$ cat config.mk
export PLATFORM = sky130hd
export DESIGN_NAME = bit_sync
export DESIGN_NICKNAME = d
export VERILOG_FILES = /design/src/rtl/bit_sync_pkg.sv /design/src/rtl/bit_sync_sync_chain.sv /design/src/rtl/bit_sync.sv
export SDC_FILE = /design/constraint.sdc
export NUM_CORES = 1
export LEC_CHECK = 0
export CAP_MARGIN = 20
export CORE_MARGIN = 2
export CORE_UTILIZATION = 45
export CTS_CLUSTER_DIAMETER = 40
export DETAILED_ROUTE_END_ITERATION = 16
export PLACE_DENSITY_LB_ADDON = 0.05
export SYNTH_ARGS = -nofsm -noshare
export SYNTH_HDL_FRONTEND = slang
export SYNTH_SLANG_ARGS = --single-unit
$ cat constraint.sdc
create_clock -name CLK -period 0.8 [get_ports CLK]
set_clock_uncertainty 0.15 [all_clocks]
set_input_delay 0.08 -clock CLK [delete_from_list [all_inputs] [get_ports CLK]]
set_output_delay 0.08 -clock CLK [all_outputs]
set_load 0.005 [all_outputs]
$ cat src/rtl/bit_sync_pkg.sv
// ---------------------------------------------------------------------------
// bit_sync_pkg
// Shared constants for the bit_sync clock-domain-crossing synchronizer.
//   BIT_SYNC_DEF_STAGES : default number of flip-flop stages per bit
//   BIT_SYNC_DEF_WIDTH  : default number of independently synchronized bits
//   BIT_SYNC_MIN_STAGES : shortest chain that still gives a resolution stage
// No ports (package).
// ---------------------------------------------------------------------------
package bit_sync_pkg;

    localparam int BIT_SYNC_DEF_STAGES = 5;
    localparam int BIT_SYNC_DEF_WIDTH  = 6;
    localparam int BIT_SYNC_MIN_STAGES = 2;

    // True when a stage count / bus width pair describes a buildable synchronizer.
    function automatic bit bitSyncParamsLegal(input int stages, input int width);
        return (stages >= BIT_SYNC_MIN_STAGES) && (width >= 1);
    endfunction

endpackage : bit_sync_pkg

$ cat src/rtl/bit_sync_sync_chain.sv
// ---------------------------------------------------------------------------
// sync_chain
// Single-bit synchronizer: NUM_STAGES flip-flops in a plain shift chain, all
// cleared asynchronously by an active-low reset.
// Ports:
//   CLK  in   destination-domain clock, rising edge
//   RST  in   asynchronous active-low reset, clears every stage
//   d_i  in   asynchronous level input
//   q_o  out  synchronized output, taken straight from the last stage
// ---------------------------------------------------------------------------
module sync_chain
    import bit_sync_pkg::*;
#(
    parameter int NUM_STAGES = BIT_SYNC_DEF_STAGES
) (
    input  logic CLK,
    input  logic RST,
    input  logic d_i,
    output logic q_o
);

    // Tools must keep these flops adjacent and unretimed so the first stage
    // gets a full cycle to resolve metastability before the next samples it.
    (* async_reg = "true", dont_retime = "true" *)
    logic [NUM_STAGES-1:0] stage_q;
    logic [NUM_STAGES-1:0] stage_d;

    // Pure shift: the new sample enters at bit 0, nothing sits between stages.
    assign stage_d = {stage_q[NUM_STAGES-2:0], d_i};

    // Reset drops the whole chain to 0 without waiting for a clock edge,
    // discarding anything still in flight.
    always_ff @(posedge CLK or negedge RST) begin
        if (!RST) begin
            stage_q <= '0;
        end else begin
            stage_q <= stage_d;
        end
    end

    assign q_o = stage_q[NUM_STAGES-1];

endmodule : sync_chain

$ cat src/rtl/bit_sync.sv
// ---------------------------------------------------------------------------
// bit_sync
// Multi-bit synchronizer: BUS_WIDTH independent sync_chain instances, each
// NUM_STAGES deep. Bits are not kept coherent with each other, so the input
// bus must be single-bit, quasi-static or Gray-coded.
// Ports:
//   CLK    in   destination-domain clock, rising edge
//   RST    in   asynchronous active-low reset, clears all stages
//   ASYNC  in   [BUS_WIDTH] asynchronous level inputs
//   SYNC   out  [BUS_WIDTH] synchronized outputs, driven by the last stages
// Optional macro BIT_SYNC_ASSERT_EN: adds an elaboration-time parameter check
// and a simulation assertion that SYNC never carries X/Z once the chains have
// been filled after reset. Hardware is identical with or without it.
// ---------------------------------------------------------------------------
module bit_sync
    import bit_sync_pkg::*;
#(
    parameter int NUM_STAGES = BIT_SYNC_DEF_STAGES,
    parameter int BUS_WIDTH  = BIT_SYNC_DEF_WIDTH
) (
    input  logic                 CLK,
    input  logic                 RST,
    input  logic [BUS_WIDTH-1:0] ASYNC,
    output logic [BUS_WIDTH-1:0] SYNC
);

    // One fully independent chain per bit.
    for (genvar i = 0; i < BUS_WIDTH; i++) begin : g_bit
        sync_chain #(
            .NUM_STAGES(NUM_STAGES)
        ) u_chain (
            .CLK(CLK),
            .RST(RST),
            .d_i(ASYNC[i]),
            .q_o(SYNC[i])
        );
    end

`ifdef BIT_SYNC_ASSERT_EN
    if (!bitSyncParamsLegal(NUM_STAGES, BUS_WIDTH)) begin : g_bad_params
        $fatal(1, "bit_sync: need NUM_STAGES >= %0d and BUS_WIDTH >= 1 (got %0d, %0d)",
               BIT_SYNC_MIN_STAGES, NUM_STAGES, BUS_WIDTH);
    end

    // Counts edges since reset release, saturating once every stage holds a
    // real sample; before that the outputs are reset zeros, not captured data.
    int settle_q;

    always_ff @(posedge CLK or negedge RST) begin
        if (!RST) begin
            settle_q <= 0;
        end else if (settle_q < NUM_STAGES) begin
            settle_q <= settle_q + 1;
        end
    end

    a_sync_known : assert property (
        @(posedge CLK) disable iff (!RST)
        (settle_q >= NUM_STAGES) |-> !$isunknown(SYNC)
    );
`else
`endif

endmodule : bit_sync

==> out/results.tsv <==
metric	value	unit
last weighted congestion value of the routability-driven placer	0.607	
count of H-tree levels built during CTS	2	
post-synthesis instance area	796	um^2
remaining routing DRC violations	0	
failing checks	negative hold slack, negative setup slack	
vias after detailed routing	311	
peak per-stage delay on the critical path	0.36	ns
startpoint-to-endpoint class of the critical path	reg2out	
antenna violations before repair	0	
crit start category	flop	
Synth Area per Inst	22.1	um^2
fraction of layout instances using a drive strength above 1	0.269	
count of endpoints failing setup in the final report	6	
synthesized netlist net count	44	
max reg flops	30	
leading cell type in the layout, fill and taps excluded	sky130_fd_sc_hd__dfrtp_1	
met2 global-route usage	0.131	
total number of placement rows	15	
number of buffers added by the clock tree synthesis step	5	
die outline width	46.1	um
cell depth of the worst setup path	1	
path class of the lowest-slack min-delay path	in2async	
most utilized layer in the global route result	met2	
remaining global-route overflow	0	
share of the yosys chip area belonging to registers	0.943	
clock tree from TritonCTS	done	
Storage cell area	751	um^2
share of the cycle needed by the critical path after routing	1.27	
R2R Path End	g_bit[5].u_chain.stage_q[4]	
Yosys reg bits	30	
area enclosed by the die boundary	2120	um^2
type of element capturing the critical path	output port	
cell-by-cell trace of the critical path	buf_2	
total global-route track usage	0.110	
Std-Cell Core Area	1690	um^2
count of endpoints failing hold in the final timing report	30	
static leakage power	0.000445	uW
global-route wire length before repair	1.32	mm
filler instances	141	
count of different cell masters after synthesis	2	
drt pass-1 iters	3	
number of global-route vias before repair	304	
clk slew on worst S/H paths	0.08	ns
vias per std cell	4.51	
synthesis-to-finish area growth	19.7	%
detailed-route wire length per cell	11.3	um
launching point of the worst reg2reg path	g_bit[5].u_chain.stage_q[3]	
critical path required time	0.57	ns
endpoint of the worst setup timing path	SYNC[0]	
post-synthesis cell count	36	
Setup crit start	g_bit[0].u_chain.stage_q[4]	
#MultiIn Comb	0	
initial core utilization	0.471	
switching share of total power	0.192	
Pwr per Cell Area	2680	nW/um^2
largest delay contributor family on the critical path	flip-flops	
Worst Reg2Reg Path Length in Cells	0	
clock share of power	0.336	
Clock Root Buffer	sky130_fd_sc_hd__clkbuf_4	
Die H	46.1	um
number of buffers added on ports	13	
maximum root-to-sink buffer count	2	
largest net degree at the start of global routing	31	
Layout Nets	59	
Net Switching	491	uW
number of pins with negative max-slew slack in the final report	0	
slowest library cell on the worst path	sky130_fd_sc_hd__dfrtp_1	
top library cells by usage in the layout, fill and taps aside	sky130_fd_sc_hd__dfrtp_1, sky130_fd_sc_hd__clkdlybuf4s50_1, sky130_fd_sc_hd__buf_2	
antenna violation net count after detailed routing	0	
clock sink total	30	
worst max-slew margin expressed relative to the limit	0.899	
total number of yosys warnings	0	
setup TNS	-1.29	ns
final worst slack	-0.218	ns
maximum fanout encountered on the critical timing path	1	
share of total power in combinational logic	0.034	
Slew @ Worst Pin	0.152	ns
fmax	982	MHz
met3 GRT Util	0.110	
Global Route met1 Usage	0.111	
Clock Latency Late Sink	0.30	ns
cell internal pwr	2060	uW
Hold Slack	-0.0225	ns
RSZ-0062 raised after global routing	yes	
routed wire length	779	um
sequential share of power	0.629	
Ant. Diodes	0	
Worst Path Arrival	0.79	ns
internal reg-to-reg setup slack	0.17	ns
Bufs and invs on worst path	1	
registers with the most flip-flops	g_bit.u_chain.stage_q: 30 flops	
starting DRC count in detailed routing	1	
area of the multi-input gates	0	um^2
final critical delay including setup and external delays	1.02	ns
HPWL after DPL	473	um
maximum vdd drop	0.00142	V
largest register by flop count	g_bit.u_chain.stage_q	
outcome	finished with violations	
count of pins on the block boundary	14	
max-cap violations	0	
==> area by class of cell <==
| class | count | area share |
|---|---|---|
| flip-flops and latches | 30 | 0.788 |
| repair buffers | 14 | 0.126 |
| clock buffers | 7 | 0.0578 |
| well taps | 17 | 0.0223 |
| clock inverters | 1 | 0.00526 |
==> timing repair <==
item / 4_1_cts / 5_1_grt
setup endpoints to repair: 6 / 6
gates cloned: 0 / 0
setup buffers: 0 / 0
hold endpoints to repair: 30 / 30
resized for setup: 24 / 0
==> metrics by stage <==
stage	power, uW	utilization	worst slack [ns]	cell area, um^2	std cells
after floorplan	1660	-	0.112	796	36
after global placement	1740	0.546	-0.223	922	61
after detailed placement	1750	0.546	-0.225	922	61
after CTS	2610	0.564	-0.245	952	69
after global routing	2710	0.564	-0.286	952	69
final	2560	0.564	-0.218	952	69
==> synth_stat cells (all sizes together) <==
| cell | number | area share |
|---|---|---|
| dfrtp | 30 | 0.94 |
| buf | 6 | 0.057 |
==> cells by family after synthesis <==
kind of cell  Yosys count  share of synthesized area
buf+inv                 6                     0.0566
flops                  30                      0.943
==> per-layer routing <==
layer	part of all wire	routed length [um]
met1	0.35	271
met4	0.015	12
met2	0.51	396
met5	0	0
met3	0.13	99
==> worst min path at each step <==
stage                                start                          end  slack (ns)  depth (start not counted)
6_report                               RST  g_bit[3].u_chain.stage_q[3]       -0.02                          2
5_1_grt                                RST  g_bit[3].u_chain.stage_q[4]       -0.03                          2
4_1_cts                                RST  g_bit[5].u_chain.stage_q[3]       -0.03                          2
3_5_place_dp   g_bit[0].u_chain.stage_q[3]  g_bit[0].u_chain.stage_q[4]        0.18                          0
3_3_place_gp   g_bit[0].u_chain.stage_q[2]  g_bit[0].u_chain.stage_q[3]        0.18                          0
2_1_floorplan                          RST  g_bit[0].u_chain.stage_q[0]       -0.37                          0
==> power by group through the flow <==
stage / Combinational, uW / Sequential [uW] / Clock (uW)
after floorplan: 24.0 / 1630 / 0
after global placement: 103 / 1640 / 0
after detailed placement: 106 / 1640 / 0
after CTS: 91.4 / 1610 / 909
after global routing: 100 / 1620 / 996
final: 88.1 / 1610 / 859
No activity file was read; power rests on OpenSTA's default activity.
==> patch (same settings) <==
Set the package constant `BIT_SYNC_DEF_STAGES` to 4 (it was 5).
--- a/src/rtl/bit_sync_pkg.sv
+++ b/src/rtl/bit_sync_pkg.sv
@@ -8,7 +8,7 @@
 // ---------------------------------------------------------------------------
 package bit_sync_pkg;
 
-    localparam int BIT_SYNC_DEF_STAGES = 5;
+    localparam int BIT_SYNC_DEF_STAGES = 4;
     localparam int BIT_SYNC_DEF_WIDTH  = 6;
     localparam int BIT_SYNC_MIN_STAGES = 2;
 
Check against the original RTL: not equivalent (a bounded check fails within 10 cycles, from zero or initial values and one cycle with RST low).
==> patch against the original RTL <==
The flow still finishes with violations (hold timing, setup timing). Synthesized area shrank 19%. Sequential share of layout area shrank 1.4 points. Design area shrank 19%. Routed wire length shrank 22%. Worst setup slack lost 0.0077 ns. Sequential cell count shrank 6. Combinational power shrank 6.6%. Total power shrank 24%. Clock power shrank 32%. Critical endpoint is now SYNC[1]. Largest power group unchanged. Highest routed layer unchanged.
==> patch: results (changes against the original RTL) <==
stage;metric;value;unit;change
status;failed_checks;hold timing, setup timing;;unchanged
timing;worst_slack;-0.226;ns;was -0.218 ns
global_routing;grt_pass1_wl;1100;um;was 1320 um
synth;syn_inst;30;;was 36
place;dp.cells;53;;was 61
critical_path;reg2reg_depth;0;;unchanged
power_and_ir_drop;leakage;0.361;nW;was 0.445 nW
place;place_congestion;0.546;;was 0.607
final_layout;drive_above_1_share;26.2;%;was 26.9%
final_layout;fin_cells;57;;was 69
final_layout;reg.largest.list;g_bit.u_chain.stage_q: 24 flops;;was g_bit.u_chain.stage_q: 30 flops
power_and_ir_drop;p_switching;350;uW;was 491 uW
global_routing;met3_usage;3.04;%;was 11.0%
global_routing;grt_use_met1;12.1;%;was 11.1%
power_and_ir_drop;p_comb_share;4.2;%;was 3.4%
power_and_ir_drop;internal_power;1.60;mW;was 2.06 mW
power_and_ir_drop;power_frac_clock;29.7;%;was 33.6%
synth;syn_nets;38;;was 44
clock_tree;h-tree-depth;1;;was 2
clock_tree;path_clk_slew;0.11;ns;was 0.08 ns
final_layout;fillers;102;;was 141
timing;timing.hold.ws;-0.0283;ns;was -0.0225 ns
synth;ys_top_cells_by_area;dfrtp_1 93%, buf_4 7.0%;;was dfrtp_1 94%, buf_4 5.7%
global_routing;grt_use_total;8.73;%;was 11.0%
critical_path;r2r-start;g_bit[4].u_chain.stage_q[2];;was g_bit[5].u_chain.stage_q[3]
timing;hold_violations;24;;was 30
global_routing;grt_max_degree;25;;was 31
final_layout;multi_input_cells;0;;unchanged
critical_path;critical_path_arrival;0.80;ns;
drt;vias;242;;was 311
critical_path;critical-path-max-stage-delay;0.38;ns;was 0.36 ns
timing;setup_tns;-1.29;ns;about the same
global_routing;use_met2;11.6;%;was 13.1%
critical_path;r2r_setup_slack;0.16;ns;
synth;seq_area_frac_synth;93.0;%;was 94.3%
clock_tree;cts_made_buffers;3;;was 5
synth;yosysWarnings;0;;unchanged
global_routing;first_global_vias;248;;was 304
critical_path;worstReg2RegEnd;g_bit[4].u_chain.stage_q[3];;was g_bit[5].u_chain.stage_q[4]
status;outcome;finished, violations left;;unchanged
drt;firstDrtPassIters;2;;was 3
critical_path;critPathMaxFanout;1;;unchanged
power_and_ir_drop;ir_drop;1310;uV;was 1420 uV
final_layout;num_antenna_cells;0;;unchanged
timing;setup_viol;6;;unchanged
synth;ys_top_cells_by_count;24 x dfrtp_1, 6 x buf_4;;was 30 x dfrtp_1, 6 x buf_4
timing;worst_pin_slew;0.118;ns;was 0.152 ns
drt;routed_wl;605;um;was 779 um
-- patch: cell count changes after synthesis --
| cell | unedited run | this run |
|---|---|---|
| dfrtp_1 | 30 | 24 |
-- patch: per-stage QoR --
step / hold slack [ns] / setup slack [ns] / area, um2 / util [%]
2_1_floorplan: -0.366 / 0.112 / 646 / -
3_3_place_gp: 0.183 / -0.222 / 769 / 58.4
3_5_place_dp: 0.185 / -0.232 / 769 / 58.4
4_1_cts: -0.0301 / -0.242 / 776 / 58.9
5_1_grt: -0.0297 / -0.277 / 776 / 58.9
6_report: -0.0283 / -0.226 / 776 / 58.9
-- patch: worst max path at each step --
stage	startpoint	endpoint	slack, ns	cells past startpoint
2_1_floorplan	g_bit[0].u_chain.stage_q[3]	SYNC[0]	0.11	1
5_1_grt	g_bit[1].u_chain.stage_q[3]	SYNC[1]	-0.28	1
6_report	g_bit[1].u_chain.stage_q[3]	SYNC[1]	-0.23	1
3_5_place_dp	g_bit[1].u_chain.stage_q[3]	SYNC[1]	-0.23	1
4_1_cts	g_bit[1].u_chain.stage_q[3]	SYNC[1]	-0.24	1
3_3_place_gp	g_bit[3].u_chain.stage_q[3]	SYNC[3]	-0.22	1
-- patch: cell families after synthesis --
logic type / after synthesis / synth area share (%)
flops: 24 / 93.0
buf+inv: 6 / 6.98
-- patch: final cells by class --
type	count	area, um2	area share, %
Sequential cell	24	601	77.4
Timing Repair Buffer	14	120	15.5
Tap cell	15	18.8	2.42
Clock buffer	4	36.3	4.68
-- patch: metal layers --
| layer | part of all wire (%) | wire length (um) |
|---|---|---|
| met1 | 40 | 243 |
| met2 | 49 | 296 |
| met3 | 9.8 | 59 |
| met4 | 0.99 | 6 |
| met5 | 0 | 0 |
